===== config.mk =====
export PLATFORM = sky130hd
export DESIGN_NAME = axi_lite_reg_target_flat
export DESIGN_NICKNAME = d
export VERILOG_FILES = /design/src/rtl/axi_lite_reg_pkg.sv /design/src/rtl/axi_pkg.sv /design/src/rtl/axi_lite_reg_target_if.sv /design/src/rtl/axi_lite_reg_decode.sv /design/src/rtl/axi_lite_reg_target.sv /design/src/flat_wrapper.sv
export SDC_FILE = /design/constraint.sdc
export NUM_CORES = 1
export LEC_CHECK = 0
export BUFFER_PORTS_ARGS = -buffer_cell sky130_fd_sc_hd__buf_4
export CAP_MARGIN = 10
export CORE_AREA = 8 8 259 261
export DETAILED_ROUTE_END_ITERATION = 12
export DIE_AREA = 0 0 267 269
export SLEW_MARGIN = 5
export SYNTH_ARGS = -nofsm -noshare
export SYNTH_HDL_FRONTEND = slang
export SYNTH_HIERARCHICAL = 1
export SYNTH_SLANG_ARGS = --single-unit
export TNS_END_PERCENT = 5

===== constraint.sdc =====
create_clock -name clk_i -period 6.6 [get_ports clk_i]
set_input_delay 0 -clock clk_i [delete_from_list [all_inputs] [get_ports clk_i]]
set_output_delay 0 -clock clk_i [all_outputs]
set_load 0.005 [all_outputs]

===== src/rtl/axi_lite_reg_pkg.sv =====
// Types and helpers for the AXI4-Lite register target: decode result and address LSB math.
package axi_lite_reg_pkg;

  // Widest index needed for the largest supported bank (256 registers).
  localparam int unsigned MaxIdxWidth = 8;

  typedef struct packed {
    logic [MaxIdxWidth-1:0] idx;
    logic                   err_dec;
    logic                   err_prot;
  } decode_t;

  // Number of byte-offset address bits ignored by the register decode.
  function automatic int unsigned addr_lsb(input int unsigned data_width);
    return $clog2(data_width / 8);
  endfunction

endpackage


===== src/rtl/axi_pkg.sv =====
// Shared AXI definitions: response codes used by every AXI block in the slice.
package axi_pkg;

  typedef logic [1:0] resp_t;

  localparam resp_t RESP_OKAY   = 2'b00;
  localparam resp_t RESP_EXOKAY = 2'b01;
  localparam resp_t RESP_SLVERR = 2'b10;
  localparam resp_t RESP_DECERR = 2'b11;

endpackage


===== src/rtl/axi_lite_reg_target_if.sv =====
// AXI4-Lite bus bundle with Initiator and Target views.
interface AXI_LITE #(
  parameter int unsigned AXI_ADDR_WIDTH = 32,
  parameter int unsigned AXI_DATA_WIDTH = 32
);

  logic [AXI_ADDR_WIDTH-1:0]   aw_addr;
  logic [2:0]                  aw_prot;
  logic                        aw_valid;
  logic                        aw_ready;

  logic [AXI_DATA_WIDTH-1:0]   w_data;
  logic [AXI_DATA_WIDTH/8-1:0] w_strb;
  logic                        w_valid;
  logic                        w_ready;

  logic [1:0]                  b_resp;
  logic                        b_valid;
  logic                        b_ready;

  logic [AXI_ADDR_WIDTH-1:0]   ar_addr;
  logic [2:0]                  ar_prot;
  logic                        ar_valid;
  logic                        ar_ready;

  logic [AXI_DATA_WIDTH-1:0]   r_data;
  logic [1:0]                  r_resp;
  logic                        r_valid;
  logic                        r_ready;

  modport Initiator (
    output aw_addr, aw_prot, aw_valid, input aw_ready,
    output w_data, w_strb, w_valid, input w_ready,
    input b_resp, b_valid, output b_ready,
    output ar_addr, ar_prot, ar_valid, input ar_ready,
    input r_data, r_resp, r_valid, output r_ready
  );

  modport Target (
    input aw_addr, aw_prot, aw_valid, output aw_ready,
    input w_data, w_strb, w_valid, output w_ready,
    output b_resp, b_valid, input b_ready,
    input ar_addr, ar_prot, ar_valid, output ar_ready,
    output r_data, r_resp, r_valid, input r_ready
  );

endinterface


===== src/rtl/axi_lite_reg_decode.sv =====
// Combinational address/prot decode for one AXI4-Lite address channel.
// Define AXI_LITE_REG_PROT_CHECK_EN to flag unprivileged (prot[0]=0) accesses.
module axi_lite_reg_decode
  import axi_lite_reg_pkg::*;
#(
  parameter int unsigned AddrWidth = 32,
  parameter int unsigned DataWidth = 32,
  parameter int unsigned NumRegs   = 8
) (
  input  logic [AddrWidth-1:0] addr_i,
  input  logic [2:0]           prot_i,
  output decode_t              dec_o
);

  localparam int unsigned Lsb  = addr_lsb(DataWidth);
  localparam int unsigned IdxW = $clog2(NumRegs);

  logic unused_prot;

  always_comb begin
    dec_o         = '0;
    dec_o.idx     = MaxIdxWidth'(addr_i[Lsb +: IdxW]);
    // Any set bit above the index field addresses nothing in this bank.
    dec_o.err_dec = |(addr_i >> (Lsb + IdxW));
`ifdef AXI_LITE_REG_PROT_CHECK_EN
    dec_o.err_prot = ~prot_i[0];
`else
    dec_o.err_prot = 1'b0;
`endif
  end

  assign unused_prot = ^prot_i;

endmodule


===== src/rtl/axi_lite_reg_target.sv =====
// AXI4-Lite target exposing a bank of word-wide control/status registers.
// Optional AXI_LITE_REG_PROT_CHECK_EN rejects unprivileged accesses with SLVERR.
module axi_lite_reg_target
  import axi_lite_reg_pkg::*;
#(
  parameter int unsigned                          AXI_ADDR_WIDTH = 32,
  parameter int unsigned                          AXI_DATA_WIDTH = 32,
  parameter int unsigned                          NUM_REGS       = 8,
  parameter logic [NUM_REGS-1:0]                  RO_MASK        = '0,
  parameter logic [NUM_REGS*AXI_DATA_WIDTH-1:0]   RESET_VAL      = '0
) (
  input  logic                                 clk_i,
  input  logic                                 rst_i,
  AXI_LITE.Target                              axi,
  output logic [NUM_REGS*AXI_DATA_WIDTH-1:0]   reg_q_o,
  output logic [NUM_REGS-1:0]                  reg_wr_o,
  input  logic [NUM_REGS*AXI_DATA_WIDTH-1:0]   reg_d_i
);

  localparam int unsigned StrbW = AXI_DATA_WIDTH / 8;
  localparam int unsigned IdxW  = $clog2(NUM_REGS);

  typedef logic [AXI_DATA_WIDTH-1:0] word_t;

  if (AXI_DATA_WIDTH != 32 && AXI_DATA_WIDTH != 64) begin : g_bad_dw
    $error("AXI_DATA_WIDTH must be 32 or 64");
  end
  if (NUM_REGS < 2 || NUM_REGS > 256 || (NUM_REGS & (NUM_REGS - 1)) != 0) begin : g_bad_nr
    $error("NUM_REGS must be a power of two in 2..256");
  end

  // Write holding registers
  logic                      aw_held_q, aw_held_d;
  logic [AXI_ADDR_WIDTH-1:0] aw_addr_q, aw_addr_d;
  logic [2:0]                aw_prot_q, aw_prot_d;
  logic                      w_held_q, w_held_d;
  word_t                     w_data_q, w_data_d;
  logic [StrbW-1:0]          w_strb_q, w_strb_d;

  logic                      b_valid_q, b_valid_d;
  axi_pkg::resp_t            b_resp_q, b_resp_d;

  logic                      r_valid_q, r_valid_d;
  word_t                     r_data_q, r_data_d;
  axi_pkg::resp_t            r_resp_q, r_resp_d;

  logic [NUM_REGS-1:0][AXI_DATA_WIDTH-1:0] regs_q, regs_d;
  logic [NUM_REGS-1:0][AXI_DATA_WIDTH-1:0] reg_d_arr;
  logic [NUM_REGS-1:0]                     wr_q, wr_d;

  logic           aw_ready, w_ready, ar_ready;
  logic           aw_hs, w_hs, ar_hs, wr_commit;
  decode_t        aw_dec, ar_dec;
  logic [IdxW-1:0] aw_idx, ar_idx;
  axi_pkg::resp_t wr_resp;

  assign reg_d_arr = reg_d_i;

  axi_lite_reg_decode #(
    .AddrWidth (AXI_ADDR_WIDTH),
    .DataWidth (AXI_DATA_WIDTH),
    .NumRegs   (NUM_REGS)
  ) u_aw_decode (
    .addr_i (aw_addr_q),
    .prot_i (aw_prot_q),
    .dec_o  (aw_dec)
  );

  axi_lite_reg_decode #(
    .AddrWidth (AXI_ADDR_WIDTH),
    .DataWidth (AXI_DATA_WIDTH),
    .NumRegs   (NUM_REGS)
  ) u_ar_decode (
    .addr_i (axi.ar_addr),
    .prot_i (axi.ar_prot),
    .dec_o  (ar_dec)
  );

  assign aw_idx = aw_dec.idx[IdxW-1:0];
  assign ar_idx = ar_dec.idx[IdxW-1:0];

  // Readies are forced low combinationally so nothing handshakes during reset.
  assign aw_ready = ~rst_i & ~aw_held_q;
  assign w_ready  = ~rst_i & ~w_held_q;
  assign ar_ready = ~rst_i & ~r_valid_q;

  assign aw_hs     = axi.aw_valid & aw_ready;
  assign w_hs      = axi.w_valid & w_ready;
  assign ar_hs     = axi.ar_valid & ar_ready;
  assign wr_commit = aw_held_q & w_held_q & (~b_valid_q | axi.b_ready);

  always_comb begin
    if (aw_dec.err_dec) begin
      wr_resp = axi_pkg::RESP_DECERR;
    end else if (aw_dec.err_prot || RO_MASK[aw_idx]) begin
      wr_resp = axi_pkg::RESP_SLVERR;
    end else begin
      wr_resp = axi_pkg::RESP_OKAY;
    end
  end

  // Write path: independent AW/W capture, commit once both are held and B can be loaded.
  always_comb begin
    aw_held_d = aw_held_q;
    aw_addr_d = aw_addr_q;
    aw_prot_d = aw_prot_q;
    w_held_d  = w_held_q;
    w_data_d  = w_data_q;
    w_strb_d  = w_strb_q;
    b_valid_d = b_valid_q;
    b_resp_d  = b_resp_q;
    regs_d    = regs_q;
    wr_d      = '0;

    if (aw_hs) begin
      aw_held_d = 1'b1;
      aw_addr_d = axi.aw_addr;
      aw_prot_d = axi.aw_prot;
    end
    if (w_hs) begin
      w_held_d = 1'b1;
      w_data_d = axi.w_data;
      w_strb_d = axi.w_strb;
    end

    if (wr_commit) begin
      aw_held_d = 1'b0;
      w_held_d  = 1'b0;
      b_valid_d = 1'b1;
      b_resp_d  = wr_resp;
      if (wr_resp == axi_pkg::RESP_OKAY && |w_strb_q) begin
        for (int unsigned k = 0; k < StrbW; k++) begin
          if (w_strb_q[k]) begin
            regs_d[aw_idx][8*k +: 8] = w_data_q[8*k +: 8];
          end
        end
        wr_d[aw_idx] = 1'b1;
      end
    end else if (axi.b_ready) begin
      b_valid_d = 1'b0;
    end
  end

  // Read path: reads sample the pre-commit register value, so a same-edge write is not seen.
  always_comb begin
    r_valid_d = r_valid_q;
    r_data_d  = r_data_q;
    r_resp_d  = r_resp_q;
    if (ar_hs) begin
      r_valid_d = 1'b1;
      if (ar_dec.err_dec) begin
        r_resp_d = axi_pkg::RESP_DECERR;
        r_data_d = '0;
      end else if (ar_dec.err_prot) begin
        r_resp_d = axi_pkg::RESP_SLVERR;
        r_data_d = '0;
      end else begin
        r_resp_d = axi_pkg::RESP_OKAY;
        r_data_d = RO_MASK[ar_idx] ? reg_d_arr[ar_idx] : regs_q[ar_idx];
      end
    end else if (axi.r_ready) begin
      r_valid_d = 1'b0;
    end
  end

  always_ff @(posedge clk_i) begin
    if (rst_i) begin
      aw_held_q <= 1'b0;
      aw_addr_q <= '0;
      aw_prot_q <= '0;
      w_held_q  <= 1'b0;
      w_data_q  <= '0;
      w_strb_q  <= '0;
      b_valid_q <= 1'b0;
      b_resp_q  <= axi_pkg::RESP_OKAY;
      r_valid_q <= 1'b0;
      r_data_q  <= '0;
      r_resp_q  <= axi_pkg::RESP_OKAY;
      regs_q    <= RESET_VAL;
      wr_q      <= '0;
    end else begin
      aw_held_q <= aw_held_d;
      aw_addr_q <= aw_addr_d;
      aw_prot_q <= aw_prot_d;
      w_held_q  <= w_held_d;
      w_data_q  <= w_data_d;
      w_strb_q  <= w_strb_d;
      b_valid_q <= b_valid_d;
      b_resp_q  <= b_resp_d;
      r_valid_q <= r_valid_d;
      r_data_q  <= r_data_d;
      r_resp_q  <= r_resp_d;
      regs_q    <= regs_d;
      wr_q      <= wr_d;
    end
  end

  assign axi.aw_ready = aw_ready;
  assign axi.w_ready  = w_ready;
  assign axi.ar_ready = ar_ready;
  assign axi.b_valid  = b_valid_q;
  assign axi.b_resp   = b_resp_q;
  assign axi.r_valid  = r_valid_q;
  assign axi.r_data   = r_data_q;
  assign axi.r_resp   = r_resp_q;

  assign reg_q_o  = regs_q;
  assign reg_wr_o = wr_q;

endmodule


===== src/flat_wrapper.sv =====
// flat-port wrapper written by rule: the top's interface ports become plain ports
module axi_lite_reg_target_flat import axi_lite_reg_pkg::*;
#(
  parameter int unsigned                          AXI_ADDR_WIDTH = 32,
  parameter int unsigned                          AXI_DATA_WIDTH = 32,
  parameter int unsigned                          NUM_REGS       = 8,
  parameter logic [NUM_REGS-1:0]                  RO_MASK        = '0,
  parameter logic [NUM_REGS*AXI_DATA_WIDTH-1:0]   RESET_VAL      = '0
)
  (clk_i, rst_i, reg_q_o, reg_wr_o, reg_d_i, axi_aw_addr, axi_aw_prot, axi_aw_valid, axi_aw_ready, axi_w_data, axi_w_strb, axi_w_valid, axi_w_ready, axi_b_resp, axi_b_valid, axi_b_ready, axi_ar_addr, axi_ar_prot, axi_ar_valid, axi_ar_ready, axi_r_data, axi_r_resp, axi_r_valid, axi_r_ready);
  AXI_LITE #(.AXI_ADDR_WIDTH(AXI_ADDR_WIDTH), .AXI_DATA_WIDTH(AXI_DATA_WIDTH)) axi_i ();
  input  logic clk_i;
  input  logic rst_i;
  output logic [NUM_REGS*AXI_DATA_WIDTH-1:0] reg_q_o;
  output logic [NUM_REGS-1:0] reg_wr_o;
  input  logic [NUM_REGS*AXI_DATA_WIDTH-1:0] reg_d_i;
  input wire logic [$bits(axi_i.aw_addr)-1:0] axi_aw_addr;
  input wire logic [$bits(axi_i.aw_prot)-1:0] axi_aw_prot;
  input wire logic [$bits(axi_i.aw_valid)-1:0] axi_aw_valid;
  output wire logic [$bits(axi_i.aw_ready)-1:0] axi_aw_ready;
  input wire logic [$bits(axi_i.w_data)-1:0] axi_w_data;
  input wire logic [$bits(axi_i.w_strb)-1:0] axi_w_strb;
  input wire logic [$bits(axi_i.w_valid)-1:0] axi_w_valid;
  output wire logic [$bits(axi_i.w_ready)-1:0] axi_w_ready;
  output wire logic [$bits(axi_i.b_resp)-1:0] axi_b_resp;
  output wire logic [$bits(axi_i.b_valid)-1:0] axi_b_valid;
  input wire logic [$bits(axi_i.b_ready)-1:0] axi_b_ready;
  input wire logic [$bits(axi_i.ar_addr)-1:0] axi_ar_addr;
  input wire logic [$bits(axi_i.ar_prot)-1:0] axi_ar_prot;
  input wire logic [$bits(axi_i.ar_valid)-1:0] axi_ar_valid;
  output wire logic [$bits(axi_i.ar_ready)-1:0] axi_ar_ready;
  output wire logic [$bits(axi_i.r_data)-1:0] axi_r_data;
  output wire logic [$bits(axi_i.r_resp)-1:0] axi_r_resp;
  output wire logic [$bits(axi_i.r_valid)-1:0] axi_r_valid;
  input wire logic [$bits(axi_i.r_ready)-1:0] axi_r_ready;
  assign axi_i.aw_addr = axi_aw_addr;
  assign axi_i.aw_prot = axi_aw_prot;
  assign axi_i.aw_valid = axi_aw_valid;
  assign axi_aw_ready = axi_i.aw_ready;
  assign axi_i.w_data = axi_w_data;
  assign axi_i.w_strb = axi_w_strb;
  assign axi_i.w_valid = axi_w_valid;
  assign axi_w_ready = axi_i.w_ready;
  assign axi_b_resp = axi_i.b_resp;
  assign axi_b_valid = axi_i.b_valid;
  assign axi_i.b_ready = axi_b_ready;
  assign axi_i.ar_addr = axi_ar_addr;
  assign axi_i.ar_prot = axi_ar_prot;
  assign axi_i.ar_valid = axi_ar_valid;
  assign axi_ar_ready = axi_i.ar_ready;
  assign axi_r_data = axi_i.r_data;
  assign axi_r_resp = axi_i.r_resp;
  assign axi_r_valid = axi_i.r_valid;
  assign axi_i.r_ready = axi_r_ready;
  axi_lite_reg_target #(.AXI_ADDR_WIDTH(AXI_ADDR_WIDTH), .AXI_DATA_WIDTH(AXI_DATA_WIDTH), .NUM_REGS(NUM_REGS), .RO_MASK(RO_MASK), .RESET_VAL(RESET_VAL)) u_core (.clk_i(clk_i), .rst_i(rst_i), .axi(axi_i), .reg_q_o(reg_q_o), .reg_wr_o(reg_wr_o), .reg_d_i(reg_d_i));
endmodule

==> results of run 1 <==
[placed cells by master, fill, tap and decap left out, types with 3 or more instances in the layout]
cell type / n
nor4_1: 14
nand2_1: 79
mux4_2: 33
clkinv_4: 3
nor3b_2: 3
o21ai_0: 67
dfxtp_1: 370
clkbuf_1: 6
bufinv_16: 3
a32oi_1: 20
and2_1: 4
nand2_2: 31
nor3_1: 6
o211ai_1: 3
clkinv_2: 5
nor2_1: 34
a22oi_1: 32
nand2b_1: 343
o211ai_2: 8
mux2i_1: 320
clkbuf_8: 15
clkbuf_16: 43
a21oi_2: 8
buf_4: 422
nor4b_2: 5
a21oi_1: 6
dlygate4sd3_1: 73
[worst max-delay path, cell delays in order (launching register included)]
cell and delay [ns]:
dfxtp_1 0.31, nor4_1 0.37, and4_1 0.31, nand4_1 0.16, or2_0 0.40, nor4b_2 0.26, buf_4 0.24, and2_1 0.59
mux2i_1 0.26
[metrics by stage]
stage	area, um^2	cells	utilization (%)	setup slack (ns)	power [mW]
detailed placement	19800	2682	31.6	3.59	2.63
finish	22000	2833	35.1	3.62	5.06
global route	22000	2833	35.1	3.44	5.25
CTS	22000	2833	35.1	3.62	5.13
floorplan	16200	1555	-	4.44	2.51
global placement	19800	2682	31.6	3.62	2.63
[state kept, by name, summed over array words and instances, names as in the netlist]
| register | count |
|---|---|
| u_core/axi.b_valid | 1 |
| u_core/w_held_q | 1 |
| u_core/axi.r_resp | 2 |
| u_core/w_strb_q | 4 |
| u_core/reg_q_o | 256 |
| u_core/axi.r_valid | 1 |
| u_core/reg_wr_o | 8 |
| u_core/aw_addr_q | 30 |
| u_core/w_data_q | 32 |
| u_core/axi.r_data | 32 |
| u_core/aw_held_q | 1 |
| u_core/axi.b_resp | 2 |
[path summary, 6_finish.rpt]
| kind | end | slack, ns |
|---|---|---|
| worst max-delay path | u_core/reg_q_o[20]$_SDFFE_PP0P_ | 3.62 |
| worst min-delay path | u_core/axi.r_resp[1]$_SDFFE_PP0P_ | 0.07 |
| worst max register to register | u_core/reg_q_o[20]$_SDFFE_PP0P_ | 3.62 |
| worst min register to register | u_core/axi.r_data[31]$_SDFFE_PP0P_ | 0.46 |
[report_power, final]
part	leakage, nW	switching (mW)	total [mW]	internal (mW)
logic	6.47	0.176	0.331	0.155
registers	2.99	0.0207	2.29	2.27
clock network	0.721	0.961	2.44	1.48
[metal layers]
metal	GRT usage, %	vias to the layer above	wire, um
met5	0	-	0
met4	5.35	0	1730
li1	-	6126	-
met1	20.6	6381	27100
met3	6.11	116	5600
met2	26.4	469	28300
[layout make-up]
cell class | instances | area [um^2]
Inverter | 2 | 7.51
Multi-Input combinational cell | 1040 | 8130
Clock buffer | 63 | 1290
Tap cell | 846 | 1060
Fill cell | 6302 | 40700
Timing Repair Buffer | 497 | 3920
Sequential cell | 370 | 7410
Clock inverter | 15 | 174
==> flow_summary.yaml, run 1 <==
cts:
  cts_tree: "done"
  clockBufferDepth: 3
  insertion_delay_ns: 0.55
  cts_sinks: 370
  cts_root_buffer: "clkbuf_16"
  cts_buffers: 43
  ctsResizeCount: 0
  postCtsHoldBufs: 73
  clk_pin_slew_ns: 0.06
  cts_setup_buffers: 0
  htree_levels: 2
logic_synthesis:
  syn-cell-area_um2: 16200
  syn_nets: 1924
  syn_avg_cell_area_um2: 10.4
  synthCells: 1555
  synth_warnings: 6
timing:
  min_period_ns: 2.98
  setup_viol: 0
  timing.final.hold_violations: 0
  fmax_mhz: 335
  finalCritPeriodShare_pct: 45.2
  finalClockSkew_ns: 0.0139
  tns_ns: 0
  rsz0062_at_grt: "false"
  final_max_slew_viol_count: 0
  whs_ns: 0.0729
  worstMarginPinSlew_ns: 0.884
  relSlewSlack_pct: 41.1
min_path:
  hold_start: "axi_ar_valid"
  hold_class: "in2reg"
  hold_path_depth: 4
worst_setup_path:
  path_max_fanout: 8
  worstSetupPathType: "reg2reg"
  cp-startpoint: "u_core/aw_addr_q[5]$_SDFFE_PP0P_"
  r2r-start: "u_core/aw_addr_q[5]$_SDFFE_PP0P_"
  cp.required_ns: 7.07
  end_kind: "flip-flop"
  critPathLaunchType: "flip-flop"
  arrival_ns: 3.45
  reg2reg_depth: 8
drt:
  wl_per_cell_um: 22.1
  first_iter_violations: 680
  via_count: 13100
  drc_errors: 0
  first_pass_iters: 6
  detail-route-antenna-nets: 0
  wl_um: 62700
  vias_per_cell: 4.62
grt:
  first_global_vias: 13900
  antenna_found_initial: 1
  grt_max_degree: 108
  grt_pass1_wl_um: 90200
  grt_overflow: 0
  grt_use_total_pct: 16.6
layout:
  nNetsFinal: 2323
  antennaDiodeCount: 0
  drive_gt1_share_pct: 29.8
  area_growth_pct: 36.1
floorplanning:
  io_pins: 674
  rows: 92
  die_w_um: 267
  dieArea_um2: 71800
  fp.dieH_um: 269
  start_util_pct: 25.7
  core_um2: 62700
pwr:
  power_leakage_nw: 10.2
  power.density_nw_per_um2: 230
  peakVddDrop_uv: 188
placement:
  place_congestion: 0.815
  port_buffers: 407
  hpwl_um: 43800
flow_run:
  drv_cap: 0
run_status:
  status: "finished, final reports clean"
No activity file was read; power rests on OpenSTA's default activity.
==> run 2, diff against run 1 <==
Settings changed: ABC_AREA set to 1.
Clock period 6.6 ns to 3.1 ns, I/O delays scaled along.
==> run 2 against run 1 <==
Clock skew increased by 0.0062 ns. Sequential power increased by 110%. Count of clock-buffer cells in the layout increased by 3. Register-to-register slack got worse by 3.0 ns. Worst hold slack got worse by 0.0076 ns. Critical endpoint is now u_core/reg_q_o[111]$_SDFFE_PP0P_. Largest power group unchanged. Highest routed layer is now met5.
==> flow_summary.yaml, run 2 <==
pwr:
  peakVddDrop_uv: 412
  clockPowerShare_pct: 47.8
  power_frac_seq_pct: 43.8
  power_leakage_nw: 11.5
  total_power_mw: 11.2
  comb_power_share_pct: 8.4
  power.switching_mw: 2.82
  netSwitchingFraction_pct: 25.2
  intPower_mw: 8.38
  power.density_nw_per_um2: 482
worst_setup_path:
  r2r_setup_slack_ns: 0.58
  end_kind: "flip-flop"
  worstSetupPathType: "reg2reg"
  arrival_ns: 2.97
  path_max_fanout: 16
  critPathLaunchType: "flip-flop"
  cp.required_ns: 3.55
  reg2reg_depth: 12
placement:
  port_buffers: 407
  hpwl_um: 50500
  place_congestion: 0.845
drt:
  first_iter_violations: 1500
  detail-route-antenna-nets: 0
  wl_per_cell_um: 18.1
  drc_errors: 0
  first_pass_iters: 5
  wl_um: 72800
  vias_per_cell: 4.44
  via_count: 17900
logic_synthesis:
  syn_nets: 3110
  syn_avg_cell_area_um2: 6.28
  syn-cell-area_um2: 17200
  synthCells: 2741
  synth_warnings: 6
flow_run:
  drv_cap: 0
timing:
  rsz0062_at_grt: "false"
  worstMarginPinSlew_ns: 0.734
  final_max_slew_viol_count: 0
  timing.final.hold_violations: 0
  setup_viol: 0
  tns_ns: 0
  min_period_ns: 2.52
  finalCritPeriodShare_pct: 81.2
  finalClockSkew_ns: 0.0200
  fmax_mhz: 397
  relSlewSlack_pct: 51.1
floorplanning:
  io_pins: 674
  core_um2: 62700
  rows: 92
  start_util_pct: 27.4
  fp.dieH_um: 269
  dieArea_um2: 71800
  die_w_um: 267
min_path:
  hold_class: "in2reg"
  hold_path_depth: 5
layout:
  layout_commonest_cell: "nand2_1"
  final_cell_mix: "nand2_1 (983), nor2_1 (553), buf_4 (439), dfxtp_1 (370), inv_1 (278)"
  area_growth_pct: 34.9
  largest_reg_flops: 256
  drive_gt1_share_pct: 17.6
  nNetsFinal: 3516
grt:
  grt_use_total_pct: 19.4
  grt_max_degree: 102
  grt_overflow: 0
  grt_pass1_wl_um: 106000
  antenna_found_initial: 2
  first_global_vias: 16700
run_status:
  status: "finished, final reports clean"
cts:
  cts_tree: "done"
  clk_pin_slew_ns: 0.06
  cts_sinks: 370
  clockBufferDepth: 3
  cts_buffers: 45
  cts_root_buffer: "clkbuf_16"
  cts_setup_buffers: 0
  insertion_delay_ns: 0.57
  htree_levels: 2
run 2: worst paths after layout:
| kind | to | startpoint |
|---|---|---|
| hold / removal | u_core/axi.r_data[9]$_SDFFE_PP0P_ | axi_ar_addr[3] |
| setup / recovery | u_core/reg_q_o[111]$_SDFFE_PP0P_ | u_core/aw_addr_q[27]$_SDFFE_PP0P_ |
| setup reg to reg | u_core/reg_q_o[111]$_SDFFE_PP0P_ | u_core/aw_addr_q[27]$_SDFFE_PP0P_ |
| hold reg to reg | u_core/axi.r_data[6]$_SDFFE_PP0P_ | u_core/axi.r_data[6]$_SDFFE_PP0P_ |
run 2: metal layers:
metal,vias up,global-route usage [%],routed length [um]
li1,9017,-,-
met1,7978,24.5,31100
met2,773,29.6,30600
met3,97,8.05,8910
met4,2,6.06,1950
met5,-,1.69,172
run 2: area by class of cell:
type | count | area, um^2
Antenna cell | 1 | 2.50
Clock buffer | 66 | 1290
Clock inverter | 13 | 185
Fill cell | 6688 | 39500
Inverter | 300 | 1140
Multi-Input combinational cell | 1902 | 7880
Sequential cell | 370 | 7410
Tap cell | 846 | 1060
Timing Repair Buffer | 528 | 4280
run 2: critical path, cell delays in order, from the launching register on:
cell and delay [ns]:
dfxtp_1 0.31, inv_1 0.05, nand2_1 0.05, nor2_1 0.19, nand2_1 0.08, nor2_1 0.11
nand2_1 0.08, nor2_1 0.14, nand3_2 0.18, nor2_4 0.41, nand3_2 0.48, nor2_1 0.23
nor2_1 0.07
run 2: power by group through the flow:
stage | logic, mW | clock network, mW | registers, mW
floorplan | 0.521 | 0 | 4.95
global placement | 0.846 | 0 | 5.01
detailed placement | 0.849 | 0 | 5.01
CTS | 0.937 | 5.49 | 4.90
global route | 1.03 | 5.66 | 4.91
finish | 0.938 | 5.35 | 4.91
run 2: stage by stage:
| stage | hold WS [ns] | instances | setup slack (ns) | utilization (%) | instance area [um^2] |
|---|---|---|---|---|---|
| CTS | 0.00899 | 4025 | 0.657 | 37.0 | 23200 |
| global placement | 0.199 | 3866 | 0.698 | 33.4 | 21000 |
| finish | 0.0653 | 4026 | 0.582 | 37.0 | 23200 |
| detailed placement | 0.203 | 3866 | 0.687 | 33.4 | 21000 |
| global route | 0.0550 | 4026 | 0.440 | 37.0 | 23200 |
| floorplan | 0.111 | 2741 | 1.34 | - | 17200 |
run 2: what timing repair did:
item,in CTS,in global routing
resized for setup,0,0
endpoints found under the hold margin,96,0
hold buffers,80,0
